File: config.mk
export PLATFORM = sky130hd
export DESIGN_NAME = minsoc_clk_div
export DESIGN_NICKNAME = d
export VERILOG_FILES = /design/src/rtl/minsoc_clk_div.sv
export SDC_FILE = /design/constraint.sdc
export NUM_CORES = 1
export LEC_CHECK = 0
export ABC_AREA = 1
export CAP_MARGIN = 20
export CELL_PAD_IN_SITES_DETAIL_PLACEMENT = 0
export CELL_PAD_IN_SITES_GLOBAL_PLACEMENT = 1
export CORE_MARGIN = 2
export CORE_UTILIZATION = 25
export DETAILED_ROUTE_END_ITERATION = 10
export PLACE_DENSITY_LB_ADDON = 0.1
export RECOVER_POWER = 50
export SYNTH_ARGS = -nofsm -noshare
export SYNTH_HDL_FRONTEND = slang
export SYNTH_SLANG_ARGS = --single-unit
File: constraint.sdc
create_clock -name clk_i -period 2.49 [get_ports clk_i]
set_input_delay 0.498 -clock clk_i [delete_from_list [all_inputs] [get_ports clk_i]]
set_output_delay 0.498 -clock clk_i [all_outputs]
set_load 0.01 [all_outputs]
File: src/rtl/minsoc_clk_div.sv
// minsoc_clk_div: multi-channel programmable clock divider.
// Each channel produces a registered divided clock, a matching enable pulse,
// a divisor-change acknowledge and a lock flag. Divisor changes take effect
// only on a period boundary, so no channel ever emits a runt pulse.
// Optional build macro MINSOC_CLK_DIV_LOCK_EN: with it, locked_o waits for
// LOCK_CYCLES output periods; without it, locked_o only reflects "not stopped".

module minsoc_clk_div_ch #(
  parameter int DIV_W       = 8,
  parameter int DEFAULT_DIV = 2,
  parameter int LOCK_CYCLES = 16
) (
  input  logic             clk_i,
  input  logic             rst_n_i,
  input  logic [DIV_W-1:0] div_i,
  input  logic             div_load_i,
  output logic             div_ack_o,
  output logic             clk_o,
  output logic             ce_o,
  output logic             locked_o
);
  localparam logic [DIV_W-1:0] ONE  = DIV_W'(1);
  localparam logic [DIV_W-1:0] DDIV = DIV_W'(DEFAULT_DIV);

  logic [DIV_W-1:0] r_div_q, r_cnt, r_pend;
  logic             r_pend_v, r_app;
  logic             w_run, w_wrap, w_apply;
  logic [DIV_W-1:0] w_new;
  logic [DIV_W:0]   w_half;

  // Divisors 0/1 never count; every other divisor wraps at div_q-1.
  assign w_run  = r_div_q > ONE;
  assign w_wrap = w_run && (r_cnt == r_div_q - ONE);
  // Stopped/div-1 channels have no period to finish, so a load applies at once.
  // A load on the wrap cycle wins over an older pending value.
  assign w_apply = w_run ? (w_wrap && (div_load_i || r_pend_v)) : div_load_i;
  assign w_new   = div_load_i ? div_i : r_pend;
  // High phase length ceil(div/2): odd divisors get the extra cycle high.
  assign w_half  = ((DIV_W+1)'(r_div_q) + (DIV_W+1)'(1)) >> 1;

  // Divisor, counter and pending-load bookkeeping.
  always_ff @(posedge clk_i or negedge rst_n_i) begin
    if (!rst_n_i) begin
      r_div_q  <= DDIV;
      r_cnt    <= '0;
      r_pend   <= '0;
      r_pend_v <= 1'b0;
    end else if (w_apply) begin
      r_div_q  <= w_new;
      r_cnt    <= '0;
      r_pend_v <= 1'b0;
    end else begin
      r_cnt <= (w_run && !w_wrap) ? r_cnt + ONE : '0;
      if (div_load_i) begin
        r_pend   <= div_i;
        r_pend_v <= 1'b1;
      end
    end
  end

  // Output decode of the current count; ack trails the apply edge by one
  // cycle so it lines up with the first enable of the new divisor.
  always_ff @(posedge clk_i or negedge rst_n_i) begin
    if (!rst_n_i) begin
      r_app     <= 1'b0;
      div_ack_o <= 1'b0;
      ce_o      <= 1'b0;
      clk_o     <= 1'b0;
    end else begin
      r_app     <= w_apply;
      div_ack_o <= r_app;
      ce_o      <= (r_div_q == ONE) || (w_run && r_cnt == '0);
      clk_o     <= w_run && ((DIV_W+1)'(r_cnt) < w_half);
    end
  end

`ifdef MINSOC_CLK_DIV_LOCK_EN
  localparam logic [7:0] LK_MAX = 8'(LOCK_CYCLES);
  logic [7:0] r_lk;

  // Count enable pulses of the current divisor; the pulse in the cycle right
  // after an apply still belongs to the old divisor and is skipped.
  always_ff @(posedge clk_i or negedge rst_n_i) begin
    if (!rst_n_i)                              r_lk <= '0;
    else if (w_apply)                          r_lk <= '0;
    else if (ce_o && !r_app && r_lk != LK_MAX) r_lk <= r_lk + 8'd1;
  end

  assign locked_o = (r_lk == LK_MAX) && (r_div_q != '0);
`else
  logic r_locked;

  // Without a lock counter the channel counts as locked whenever it runs.
  always_ff @(posedge clk_i or negedge rst_n_i) begin
    if (!rst_n_i) r_locked <= 1'b0;
    else          r_locked <= (r_div_q != '0) && !w_apply;
  end

  assign locked_o = r_locked;
`endif
endmodule

module minsoc_clk_div #(
  parameter int CHANNELS    = 2,
  parameter int DIV_W       = 8,
  parameter int DEFAULT_DIV = 2,
  parameter int LOCK_CYCLES = 16
) (
  input  logic                      clk_i,
  input  logic                      rst_n_i,
  input  logic [CHANNELS*DIV_W-1:0] div_i,
  input  logic [CHANNELS-1:0]       div_load_i,
  output logic [CHANNELS-1:0]       div_ack_o,
  output logic [CHANNELS-1:0]       clk_o,
  output logic [CHANNELS-1:0]       ce_o,
  output logic [CHANNELS-1:0]       locked_o
);
  if (CHANNELS < 1 || CHANNELS > 8 || LOCK_CYCLES < 1 || LOCK_CYCLES > 255) begin : g_bad_param
    $error("minsoc_clk_div: CHANNELS must be 1..8 and LOCK_CYCLES 1..255");
  end

  // One fully independent divider per channel.
  for (genvar g = 0; g < CHANNELS; g++) begin : g_ch
    minsoc_clk_div_ch #(
      .DIV_W      (DIV_W),
      .DEFAULT_DIV(DEFAULT_DIV),
      .LOCK_CYCLES(LOCK_CYCLES)
    ) u_ch (
      .clk_i     (clk_i),
      .rst_n_i   (rst_n_i),
      .div_i     (div_i[g*DIV_W +: DIV_W]),
      .div_load_i(div_load_i[g]),
      .div_ack_o (div_ack_o[g]),
      .clk_o     (clk_o[g]),
      .ce_o      (ce_o[g]),
      .locked_o  (locked_o[g])
    );
  end
endmodule

# [Word level (Yosys, flattened, before mapping)]
# Cells that the tools add are included.
[totals] inputBits=20 register_bits=60 out_inout_bits=8 latchBits=0 romBits=0 mem_bits_rw=0 word_cells=70 memories=0
[op_classes] div_mod_pow=0 n_mux=12 multipliers=0 n_bitwise=0 n_shift=0 n_addsub=6 eq_ne=4 reduce_logical=26 order_cmp=4
[op_table] operator="8-bit two-way mux" n=6
[op_table] operator="8-bit by 1-bit adder with 9-bit output, second input constant" n=2
[op_table] operator="8-bit by 1-bit adder with 8-bit output, second input constant" n=2
[op_table] operator="8-bit by 1-bit == test with 1-bit output, second input constant" n=2
[op_table] operator="8-bit == test" n=2
[op_table] operator="8-bit by 1-bit > comparator with 1-bit output, second input constant" n=2
[op_table] operator="8-bit zero test" n=2
[op_table] operator="8-bit less-than comparator" n=2
[op_table] operator="8-bit nonzero test" n=2
[op_table] operator="8-bit by 1-bit subtractor with 8-bit output, second input constant" n=2
[op_table] operator="1-bit logical AND" n=12
[op_table] operator="1-bit two-way mux" n=6
[op_table] operator="1-bit zero test" n=4
[op_table] operator="1-bit logical OR" n=4
[op_table] operator="2-bit nonzero test" n=2

# [Logic depth before layout (Yosys ltp)]
# Gate-level depths: netlist of the first run.
[logic_depth] depth_word=7 depth_mapped=15 mapped_depth_nobuf=14

# [Cells and area by module]
# Synthesis of the first run repeated with hierarchy kept, for this count alone.
[hier_totals] cells_unflattened=504 area_unflattened_um2=3930.0
[by_module_without_submodules] mod="minsoc_clk_div_ch at g_ch[0].u_ch" cells_per_inst=256 seq_area_each_um2=752.0 instances=1 area_each_um2=1966.9
[by_module_without_submodules] mod="minsoc_clk_div_ch at g_ch[1].u_ch" cells_per_inst=248 seq_area_each_um2=752.0 instances=1 area_each_um2=1963.1

# [Worst setup path before layout of the first run]
# OpenSTA, ideal clock, no wires.
[synth_path] path_type="reg2reg" from="register g_ch[1].u_ch.r_div_q[1]" to="register g_ch[1].u_ch.clk_o" path_stages_with_launch=10 synth_period_minus_slack_ns=1.946 t_arrival_ns=1.852 setup_time_ns=0.094 required_ns=2.396 slack_ns=0.544 n_path_buf=0 path_cell_list="dfstp_2 > inv_1 > nor3_1 > nand3_1 > and3b_1 > xor2_1 > ha_1 > nand2_1 > nor2_1 > a211oi_1"
[synth_between] elab_chain_len=3 elab_cells_between_ends=4 classes_between="1 x add/sub; 2 x order compare; 1 x reduce/logical"
[synth_rtl] element="start: declaration" line="25" rtl="logic [DIV_W-1:0] r_div_q, r_cnt, r_pend;"
[synth_rtl] element="start signal: assignment" line="49" rtl="r_div_q <= w_new;"
[synth_rtl] element="8-bit by 1-bit adder with 9-bit output" line="39" rtl="assign w_half = ((DIV_W+1)'(r_div_q) + (DIV_W+1)'(1)) >> 1;"
[synth_rtl] element="8-bit less-than comparator" line="73" rtl="clk_o <= w_run && ((DIV_W+1)'(r_cnt) < w_half);"
[synth_rtl] element="1-bit logical AND *" line="73"
[synth_rtl] element="end signal: assignment" line="73"
[synth_rtl] element="end: declaration" line="18" rtl="output logic clk_o,"
# Mark *: on every way between the ends. The rest lies on a longest branch, timed or not.
# A chain may end at the register's enable or synchronous reset.

# [Worst setup path in the final report of the first run]
[layout_path] from="register g_ch[1].u_ch.r_div_q[2]" to="register g_ch[1].u_ch.clk_o"
# The elaborated chain is that of the path after synthesis.

==> metrics.md, run 1 <==
| Metric | Value |
|---|---|
| Reg2reg end | `g_ch[1].u_ch.clk_o` |
| Primary FF master, synth | `dfrtp_1` |
| Final slew viol count | `0` |
| Switching pwr | `0.00267 W` |
| Post-synth top area share | `0.366` |
| P&R area growth vs syn | `16.6%` |
| Synth Instances | `515` |
| Hold Crit Class | `reg -> reg` |
| Most common cell in the netlist | `nand2_1` |
| Core Footprint | `15700 sq um` |
| Layout cells sized above 1 | `0.0948` |
| Drc violations | `0` |
| PwrDens | `1270 nW/um^2` |
| All-Layer GR Usage | `0.131` |
| Fin nets | `577` |
| Hold Path End | `g_ch[1].u_ch.div_ack_o` |
| CP required | `2730 ps` |
| Number of buffers created by CTS | `9` |
| Clk_lat worst skew | `340 ps` |
| Clock slew at reported path FFs | `60 ps` |
| Worst Setup End Kind | `flop` |
| Crit-path cells | `inv_1 -> nor3_1 -> nand3_1 -> and3b_1 -> xor2_1 -> ha_1 -> nand2_1 -> nor2_1 -> a211oi_1` |
| CP startpoint kind | `flop` |
| Final Power | `0.00586 W` |
| Sum Neg Setup Slack | `0 ps` |
| TritonCTS clock tree | `yes` |
| Worst Hold Path Cells | `0` |
| First-pass GRT wire length | `16900 microns` |
| IO Port Bufs | `27` |
| WL final | `9750 microns` |
| F_max | `455 MHz` |
| # Max-Cap Violations | `0` |
| Number of synthesized flops with an enable pin | `0` |
| Max VDD drop | `0.364 mV` |
| Average wire per standard cell | `12.9 microns` |
| Initial Util | `0.253` |
| DR vias/cell | `4.13` |
| Final Skew | `7.07 ps` |
| # rows | `46` |
| Post-CTS Setup Repair Bufs | `0` |
| Post-CTS Hold Buffers | `0` |
| Worst Path Max Fanout | `7` |
| Fillers | `1697` |
| Post-synth ARST share | `1.00` |
| Synth area leaders | `dfrtp_1 (37%), nand2_1 (15%), ha_1 (7.6%), nand3_1 (6.4%), inv_1 (4.4%)` |
| Sink Count | `60` |
| Number of global-route vias before repair | `3310` |
| FF+latch count, synth | `60` |
| Worst slew margin | `0.110` |
| Longest Clk Path Bufs | `2` |
| Unrepaired setup endpoints after global routing | `no` |
| Die area | `16900 sq um` |
| Final setup fails | `0` |
| Internal Pwr Total | `0.00319 W` |
| DP Wirelength | `7270 microns` |
| Yosys cell types | `35` |
| YS warnings | `0` |
| Root buffer cell | `clkbuf_16` |
| Diode count | `0` |
| Mean Syn Cell Area | `7.71 sq um` |
| DR vias | `3112` |
| Syn Std Cell Area | `3970 sq um` |
| Ports | `28` |
| Die Y | `130 microns` |
| First DRT Iteration DRCs | `103` |
| Crit path DAT | `2440 ps` |
| Crit path kind | `reg -> reg` |
| Switch share | `0.455` |
| CP peak stage delay | `460 ps` |
| Leak Pwr | `2.28 nW` |
| Clock group share of total power | `0.201` |
| Sequential power share | `0.320` |
| Post-route ant nets | `0` |
| GRT overflow | `0` |
| Hold_sp | `g_ch[1].u_ch.r_app` |
| Slowest CP cell | `dfrtp_1` |
| Status | `complete, no violations` |
| Final hold vios | `0` |
| Largest net degree at the start of global routing | `33` |
| Syn Nets | `559` |
| Most instantiated cells after synthesis | `nand2_1 (158), dfrtp_1 (58), nand3_1 (51)` |
| Top cell type by total area after synthesis | `dfrtp_1` |
| Reg2reg path depth | `9` |
| Slew @ Worst Pin | `1330 ps` |
| Flop2flop setup slack | `290 ps` |
| Reg-to-reg startpoint | `g_ch[1].u_ch.r_div_q[2]` |
| Comb pwr share | `0.479` |
| Drt first pass iters | `4` |
| Sequential share of the synthesized area | `0.379` |
| Initial antenna violation count | `0` |
| Final Critical Period | `2200 ps` |
| H-Tree Depth | `3` |
| RD Place Congestion | `0.761` |
| Die Wd | `130 microns` |
| Final period utilization | `0.883` |
## how the worst max path moves through the flow
stage	from	depth (start not counted)	end	slack, ps
global placement	g_ch[0].u_ch.r_div_q[1]	10	g_ch[0].u_ch.clk_o	210
finish	g_ch[1].u_ch.r_div_q[2]	9	g_ch[1].u_ch.clk_o	290
CTS	g_ch[0].u_ch.r_div_q[1]	10	g_ch[0].u_ch.clk_o	170
floorplan	g_ch[1].u_ch.r_div_q[1]	9	g_ch[1].u_ch.clk_o	540
global route	g_ch[0].u_ch.r_div_q[1]	9	g_ch[0].u_ch.clk_o	60
detailed placement	g_ch[0].u_ch.r_div_q[1]	10	g_ch[0].u_ch.clk_o	200
## per-layer routing
metal | wire, microns | part of all wire | track usage | vias to the layer above
met5 | 0 | 0 | 0 | -
met4 | 191 | 0.020 | 0.0588 | 0
met3 | 238 | 0.024 | 0.0267 | 12
met2 | 4770 | 0.49 | 0.223 | 28
met1 | 4550 | 0.47 | 0.160 | 1416
li1 | - | - | - | 1656
## cell families after synthesis
kind of cell             count (synthesis)  synth area share
AND/OR/NAND/NOR                        286             0.312
XOR/XNOR                                31            0.0684
AO/OA/AOI/OAI                           27            0.0400
multiplexers                             8            0.0227
flip-flops                              60             0.379
adder cells (fa/ha/maj)                 24            0.0757
buffers and inverters                   79             0.102
## sequential cells by signal (all words and copies together) (netlist names)
signal               count
g_ch.u_ch.ce_o           2
g_ch.u_ch.clk_o          2
g_ch.u_ch.div_ack_o      2
g_ch.u_ch.locked_o       2
g_ch.u_ch.r_app          2
g_ch.u_ch.r_cnt         16
g_ch.u_ch.r_div_q       16
g_ch.u_ch.r_pend        16
g_ch.u_ch.r_pend_v       2
## area by class of cell
type                            count  area [sq um]  area share
Multi-Input combinational cell    376          2060       0.446
Sequential cell                    60          1500       0.325
Timing Repair Buffer               37           329      0.0711
Tap cell                          216           270      0.0584
Clock buffer                        9           225      0.0486
Inverter                           49           184      0.0397
Clock inverter                      7          52.6      0.0114
## stage by stage
step / area [sq um] / instances / setup slack (ps) / util / hold slack (ps)
finish: 4630 / 754 / 292 / 0.295 / 353
global route: 4630 / 754 / 65.0 / 0.295 / 369
CTS: 4650 / 754 / 175 / 0.296 / 169
detailed placement: 4370 / 738 / 203 / 0.278 / 342
global placement: 4370 / 738 / 211 / 0.278 / 352
floorplan: 3970 / 515 / 544 / - / 202
## worst max-delay path, delay by kind of cell, from the launching register on
family | cells | cell delay (ps)
simple gates | 5 | 860
flops | 1 | 460
compound gates | 1 | 250
fa+ha+maj | 1 | 240
xor+xnor | 1 | 150
buf+inv | 1 | 130
## placed cells by master (no fill, tap or decap), types with 2 or more instances in the layout
cell	synthesis	routed
a211oi_1	2	2
xor2_1	19	19
a21oi_1	12	12
clkinv_2	0	2
nor2_2	4	4
nand2_2	3	3
inv_2	2	2
clkinv_4	0	3
nor3_1	13	12
clkbuf_16	0	9
xnor2_1	12	12
nor4_1	2	2
buf_4	12	7
inv_1	46	46
nand2_4	3	3
nand2_1	158	158
nor2_1	44	44
clkbuf_1	4	3
ha_1	24	24
clkdlybuf4s50_1	0	25
nand4_1	4	4
dfstp_2	2	2
o21ai_0	9	9
mux2_2	8	8
nand3_1	51	51
dfrtp_1	58	58
## repair_timing
item / 4_1_cts / 5_1_grt
gates resized for setup: 0 / 1
endpoints found under the hold margin: 0 / 0
setup endpoints to repair: 0 / 1
## power groups by stage
stage          clock network (W)  registers, W  logic [W]
3_3_place_gp                   0       0.00192    0.00285
6_report                 0.00118       0.00187    0.00281
5_1_grt                  0.00127       0.00196    0.00331
2_1_floorplan                  0       0.00166    0.00246
3_5_place_dp                   0       0.00191    0.00285
4_1_cts                  0.00123       0.00189    0.00287
Power figures use the tool's default switching activity.
==> run 2, diff against run 1 <==
- PLACE_DENSITY: default -> 0.55
- PLACE_DENSITY_LB_ADDON: 0.1 -> default
==> run 2 against run 1 <==
- the flow now finishes with violations (max-capacitance violations, max-slew violations)
- sequential power about the same
- via count up 1.6%
- register-to-register slack worse by 20 ps
- critical path depth up 1
- flip-flop and latch count unchanged
- core utilization up 0.21 points
- cell count unchanged
- non-clock buffer count unchanged
- critical path type unchanged
- critical endpoint is now g_ch[0].u_ch.clk_o
==> metrics.md, run 2 (same netlist as run 1, synthesis figures left out) <==
| Metric | Value |
|---|---|
| Status | `finished with violations` |
| Failing checks | `max-capacitance violations, max-slew violations` |
| RD Place Congestion | `0.809 (+6.3%)` |
| Leak Pwr | `2.30 nW (+0.78%)` |
| CP peak stage delay | `560 ps (+100 ps)` |
| WL final | `9270 microns (-4.9%)` |
| DP Wirelength | `6890 microns (-5.3%)` |
| Worst Setup End Kind | `flop` |
| Clock group share of total power | `0.217 (+0.016)` |
| Slew @ Worst Pin | `1550 ps (+212 ps)` |
| Post-CTS Setup Repair Bufs | `0 (unchanged)` |
| H-Tree Depth | `3 (unchanged)` |
| Crit path kind | `reg -> reg` |
| Switching pwr | `0.00258 W (-3.2%)` |
| Internal Pwr Total | `0.00339 W (+6.0%)` |
| Clk_lat worst skew | `340 ps (about the same)` |
| Sum Neg Setup Slack | `0 ps (unchanged)` |
| IO Port Bufs | `27 (unchanged)` |
| Ports | `28 (unchanged)` |
| TritonCTS clock tree | `yes` |
| First DRT Iteration DRCs | `171 (+66%)` |
| Initial Util | `0.253 (unchanged)` |
| Final Skew | `9.27 ps (+2.20 ps)` |
| Final setup fails | `0 (unchanged)` |
| Longest Clk Path Bufs | `2 (unchanged)` |
| GRT overflow | `0 (unchanged)` |
| Die Y | `130 microns (unchanged)` |
| CP top delay family | `simple AND/OR/NAND/NOR gates` |
| Final hold vios | `0 (unchanged)` |
| F_max | `450 MHz (-1.1%)` |
| CP required | `2710 ps (-20 ps)` |
| Number of buffers created by CTS | `9 (unchanged)` |
| Drc violations | `0 (unchanged)` |
| # Max-Cap Violations | `1 (+1)` |
| Slowest CP cell | `dfstp_2` |
| Unrepaired setup endpoints after global routing | `no` |
| Max VDD drop | `0.392 mV (+7.8%)` |
| Final period utilization | `0.893 (+0.00969)` |
| Final slew viol count | `61 (+61)` |
| Fin nets | `577 (unchanged)` |
| Root buffer cell | `clkbuf_16` |
| Drt first pass iters | `5 (+1)` |
| DR vias/cell | `4.19 (+1.6%)` |
| Final Power | `0.00597 W (+1.8%)` |
| Layout cells sized above 1 | `0.0929 (-0.00186)` |
| Initial antenna violation count | `0 (unchanged)` |
| Comb pwr share | `0.469 (-0.010)` |
| Diode count | `0 (unchanged)` |
| CP Buf/Inv Count | `1 (unchanged)` |
| Final Critical Period | `2220 ps (+24.1 ps)` |
| Commonest non-fill, non-tap cell in the layout | `nand2_1` |
| Commonest non-fill, non-tap cells in the layout | `nand2_1 (159), dfrtp_1 (57), nand3_1 (51), inv_1 (46), nor2_1 (44)` |
| Clock slew at reported path FFs | `50 ps (about the same)` |
| Largest net degree at the start of global routing | `61 (+85%)` |
| All-Layer GR Usage | `0.125 (-0.00618)` |
| Switch share | `0.433 (-0.0226)` |
| Worst hold margin | `343 ps (-10.4 ps)` |
| # rows | `46 (unchanged)` |
| Core Footprint | `15700 sq um (unchanged)` |
| P&R area growth vs syn | `17.5%` |
| Number of global-route vias before repair | `3140 (-5.1%)` |
| Worst slew margin | `-0.0310 (-0.141)` |
| CP startpoint kind | `flop` |
| Hold Crit Class | `reg -> reg` |
| Crit-path cells | `inv_1 -> nor3_1 -> nand3_1 -> nor2_1 -> nand2_1 -> xor2_1 -> ha_1 -> nand2_1 -> nor2_1 -> a211oi_1` |
| DR vias | `3162 (+1.6%)` |
| Top Registers | `g_ch.u_ch.r_cnt: 16 flops, g_ch.u_ch.r_div_q: 16 flops, g_ch.u_ch.r_pend: 16 flops` |
| PwrDens | `1280 nW/um^2 (+1.1%)` |
| Average wire per standard cell | `12.3 microns (-4.9%)` |
| Sink Count | `60 (unchanged)` |
| Sequential power share | `0.314 (-0.006)` |
| First-pass GRT wire length | `16000 microns (-5.0%)` |
| Die area | `16900 sq um (unchanged)` |
| Worst Path Max Fanout | `4 (-3)` |
| Die Wd | `130 microns (unchanged)` |
| Post-route ant nets | `0 (unchanged)` |
| Crit path DAT | `2440 ps (about the same)` |
[run 2: changes by cell type in the layout (fill, tap and decap cells not counted), moves of 2 or more]
cell / delta
clkbuf_8: +3
buf_4: +2
clkinv_2: -2
clkinv_4: -3
[run 2: worst register-to-register path: stages (launching register included)]
cell and delay (ps):
dfstp_2 560, inv_1 80, nor3_1 280, nand3_1 190, nor2_1 120, nand2_1 70
xor2_1 140, ha_1 270, nand2_1 70, nor2_1 50, a211oi_1 300
[run 2: power groups by stage]
stage | combinational (W) | sequential [W] | clock, W
3_3_place_gp | 0.00282 | 0.00189 | 0
4_1_cts | 0.00287 | 0.00189 | 0.00136
5_1_grt | 0.00328 | 0.00196 | 0.00140
3_5_place_dp | 0.00286 | 0.00191 | 0
2_1_floorplan | 0.00246 | 0.00166 | 0
6_report | 0.00280 | 0.00188 | 0.00130
[run 2: metal layers]
metal	up-vias	wire [microns]	GRT usage
met2	30	4760	0.215
met4	0	120	0.0417
met1	1469	4140	0.147
li1	1654	-	-
met5	-	0	0
met3	9	247	0.0406
[run 2: path summary, 6_finish.rpt]
path	from	endpoint	cells after the start	slack, ps
max in group asynchronous	rst_n_i	g_ch[0].u_ch.r_div_q[2]	2	820
worst min register to register	g_ch[1].u_ch.r_app	g_ch[1].u_ch.div_ack_o	0	340
min in group asynchronous	rst_n_i	g_ch[1].u_ch.r_div_q[6]	2	640
worst min-delay path	g_ch[1].u_ch.r_app	g_ch[1].u_ch.div_ack_o	0	340
worst max register to register	g_ch[0].u_ch.r_div_q[1]	g_ch[0].u_ch.clk_o	10	270
worst max-delay path	g_ch[0].u_ch.r_div_q[1]	g_ch[0].u_ch.clk_o	10	270
[run 2: timing repair]
action / CTS / global route
setup endpoints to repair: 0 / 1
gates resized for setup: 0 / 1
hold buffers: 0 / 0
[run 2: layout make-up]
cell class | count | area, sq um
inverters | 49 | 184
clock inverters | 1 | 30.0
well taps | 216 | 270
fillers | 1690 | 11100
clock buffers | 15 | 278
flip-flops and latches | 60 | 1510
multi-input cells | 376 | 2060
repair buffers | 37 | 338
[run 2: per-stage QoR]
step                std cells  worst slack [ps]  utilization  instance area [sq um]
floorplan                 515               544            -                   3970
global placement          738              44.4        0.278                   4370
detailed placement        738               112        0.278                   4370
CTS                       754              94.6        0.298                   4680
global route              754              32.7        0.297                   4660
finish                    754               268        0.297                   4660
==> run 3, diff against run 2 <==
--- a/config.mk
+++ b/config.mk
@@ -11,3 +11,3 @@
 export CELL_PAD_IN_SITES_GLOBAL_PLACEMENT = 1
-export CORE_MARGIN = 2
+export CORE_MARGIN = 1
 export CORE_UTILIZATION = 25
--- a/constraint.sdc
+++ b/constraint.sdc
@@ -3,2 +3,2 @@
 set_output_delay 0.498 -clock clk_i [all_outputs]
-set_load 0.01 [all_outputs]
+set_load 0.05 [all_outputs]
==> run 3 against run 2 <==
- critical path depth stayed put
- clock-buffer cell count is 3 lower
- cell count decreased by 0.53%
- global-route usage is 0.41 points higher
- worst hold slack better by 1.4 ps
- critical endpoint unchanged
- non-clock buffer count grew 1
- final area rose by 0.94%
- the flow still finishes with violations (max-capacitance violations, max-slew violations)
- total power increased by 4.6%
- flip-flop and latch count unchanged
- clock skew shrank 0.63 ps
==> metrics.md, run 3 (same netlist as run 1, synthesis figures left out) <==
| Metric | Value |
|---|---|
| Design area | `4710 sq um (+0.94%)` |
| Final period utilization | `0.887 (-0.00594)` |
| Status | `finished with violations` |
| Final slew viol count | `25 (-59%)` |
| Fin nets | `578 (+0.17%)` |
| Unrepaired setup endpoints after global routing | `no` |
| Initial Util | `0.258 (+0.00561)` |
| CP peak stage delay | `560 ps (about the same)` |
| TritonCTS clock tree | `yes` |
| Crit path DAT | `2440 ps (about the same)` |
| Crit path kind | `reg -> reg` |
| Hold Crit Class | `reg -> reg` |
| First-pass GRT wire length | `16200 microns (+0.99%)` |
| Worst slew margin | `-0.0163 (+0.0147)` |
| Diode count | `0 (unchanged)` |
| Core Footprint | `15400 sq um (-2.2%)` |
| Longest Clk Path Bufs | `2 (unchanged)` |
| All-Layer GR Usage | `0.129 (+0.00406)` |
| Cell Area, Placed | `4370 sq um (about the same)` |
| Commonest non-fill, non-tap cell in the layout | `nand2_1` |
| Final Critical Period | `2210 ps (-14.8 ps)` |
| Post-route ant nets | `0 (unchanged)` |
| H-Tree Depth | `3 (unchanged)` |
| Failing checks | `max-capacitance violations, max-slew violations` |
| Drt first pass iters | `4 (-1)` |
| Worst Path Max Fanout | `4 (unchanged)` |
| Crit-path cells | `inv_1 -> nor3_1 -> nand3_1 -> nor2_1 -> nand2_1 -> xor2_1 -> ha_1 -> nand2_1 -> nor2_1 -> a211oi_1` |
| # Max-Cap Violations | `1 (unchanged)` |
| IO Port Bufs | `27 (unchanged)` |
| Final hold vios | `0 (unchanged)` |
| Final Skew | `8.64 ps (-0.631 ps)` |
| DP Wirelength | `7150 microns (+3.8%)` |
| Top Registers | `g_ch.u_ch.r_cnt: 16 flops, g_ch.u_ch.r_div_q: 16 flops, g_ch.u_ch.r_pend: 16 flops` |
| Sum Neg Setup Slack | `0 ps (unchanged)` |
| Clock slew at reported path FFs | `60 ps (about the same)` |
| Worst Setup End Kind | `flop` |
| Ports | `28 (unchanged)` |
| GRT overflow | `0 (unchanged)` |
| Average wire per standard cell | `12.6 microns (+2.3%)` |
| Number of buffers created by CTS | `9 (unchanged)` |
| P&R area growth vs syn | `18.6%` |
| Layout cells sized above 1 | `0.0983 (+0.00539)` |
| Clk_lat worst skew | `330 ps (about the same)` |
| Die Y | `128 microns (-1.5%)` |
| Drc violations | `0 (unchanged)` |
| CP required | `2720 ps (about the same)` |
| Fillers | `1638 (-3.1%)` |
| # rows | `45 (-2.2%)` |
| DR vias/cell | `4.22 (+0.57%)` |
| DR vias | `3163 (+0.032%)` |
| Die area | `16400 sq um (-3.1%)` |
| Commonest non-fill, non-tap cells in the layout | `nand2_1 (159), dfrtp_1 (57), nand3_1 (51), inv_1 (46), nor2_1 (44)` |
| PwrDens | `1330 nW/um^2 (+3.6%)` |
| First DRT Iteration DRCs | `140 (-18%)` |
| F_max | `453 MHz (+0.67%)` |
| Die Wd | `128 microns (-1.5%)` |
| Max VDD drop | `0.417 mV (+6.2%)` |
| Number of global-route vias before repair | `3302 (+5.2%)` |
| Slowest CP cell | `dfstp_2` |
| CP startpoint kind | `flop` |
| WL final | `9430 microns (+1.7%)` |
| Post-CTS Hold Buffers | `0 (unchanged)` |
| Largest net degree at the start of global routing | `37 (-39%)` |
| Root buffer cell | `clkbuf_16` |
| Initial antenna violation count | `0 (unchanged)` |
| Final setup fails | `0 (unchanged)` |
| Leak Pwr | `2.33 nW (+1.2%)` |
| Slew @ Worst Pin | `1520 ps (-22.1 ps)` |
| RD Place Congestion | `0.783 (-3.2%)` |
| Sink Count | `60 (unchanged)` |
-- run 3: cell types whose count changed in the layout (fill, tap and decap cells not counted) --
cell / before / now
buf_12: 0 / 1
buf_2: 1 / 0
buf_4: 9 / 10
bufinv_16: 1 / 2
clkbuf_1: 3 / 1
clkbuf_2: 1 / 0
clkdlybuf4s50_1: 25 / 26
clkinv_2: 0 / 2
dlygate4sd3_1: 1 / 0
-- run 3: cell type report --
type / count / area [sq um] / share of cell area
Clock buffer: 12 / 267 / 0.0566
Clock inverter: 4 / 70.1 / 0.0149
Inverter: 49 / 184 / 0.0391
Multi-Input combinational cell: 376 / 2060 / 0.437
Sequential cell: 60 / 1510 / 0.320
Tap cell: 211 / 264 / 0.0561
Timing Repair Buffer: 38 / 359 / 0.0763
-- run 3: routing by layer --
| metal | track usage | vias up | wire [microns] |
|---|---|---|---|
| met5 | 0 | - | 0 |
| met4 | 0.0415 | 0 | 121 |
| met3 | 0.0338 | 8 | 214 |
| met2 | 0.223 | 25 | 4610 |
| met1 | 0.155 | 1475 | 4480 |
| li1 | - | 1655 | - |
-- run 3: worst max-delay path: cells and delay by family (launching register included) --
kind / cells / cell delay, ps
compound gates: 1 / 240
xor+xnor: 1 / 140
fa+ha+maj: 1 / 270
buf+inv: 1 / 70
flops: 1 / 560
simple gates: 6 / 830
-- run 3: final timing paths --
| kind | startpoint | to | slack (ps) | cells past startpoint |
|---|---|---|---|---|
| worst max register to register | g_ch[0].u_ch.r_div_q[1] | g_ch[0].u_ch.clk_o | 280 | 10 |
| worst max-delay path | g_ch[0].u_ch.r_div_q[1] | g_ch[0].u_ch.clk_o | 280 | 10 |
| worst min register to register | g_ch[1].u_ch.r_app | g_ch[1].u_ch.div_ack_o | 340 | 0 |
| worst min-delay path | g_ch[1].u_ch.r_app | g_ch[1].u_ch.div_ack_o | 340 | 0 |
| max in group asynchronous | rst_n_i | g_ch[0].u_ch.r_div_q[1] | 1010 | 2 |
| min in group asynchronous | rst_n_i | g_ch[1].u_ch.r_div_q[6] | 520 | 1 |
-- run 3: stage by stage --
| step | hold WS, ps | worst slack, ps | cells | total power, W | util |
|---|---|---|---|---|---|
| floorplan | 202 | 544 | 515 | 0.00426 | - |
| global placement | 345 | 176 | 734 | 0.00487 | 0.284 |
| detailed placement | 339 | 182 | 734 | 0.00491 | 0.284 |
| CTS | 192 | 166 | 750 | 0.00636 | 0.306 |
| global route | 348 | 4.67 | 750 | 0.00686 | 0.306 |
| finish | 344 | 282 | 750 | 0.00624 | 0.306 |
-- run 3: repair_timing --
item,in CTS,in global routing
buffers inserted,0,0
gates resized for setup,0,1
setup endpoints to repair,0,1
-- run 3: report_power, final --
group	total, W	leakage, nW	switching, W	internal (W)
Combinational	0.00296	1.42	0.00183	0.00113
Sequential	0.00187	0.739	0.000466	0.00141
Clock	0.00140	0.169	0.000450	0.000954
Total	0.00624	2.33	0.00274	0.00350
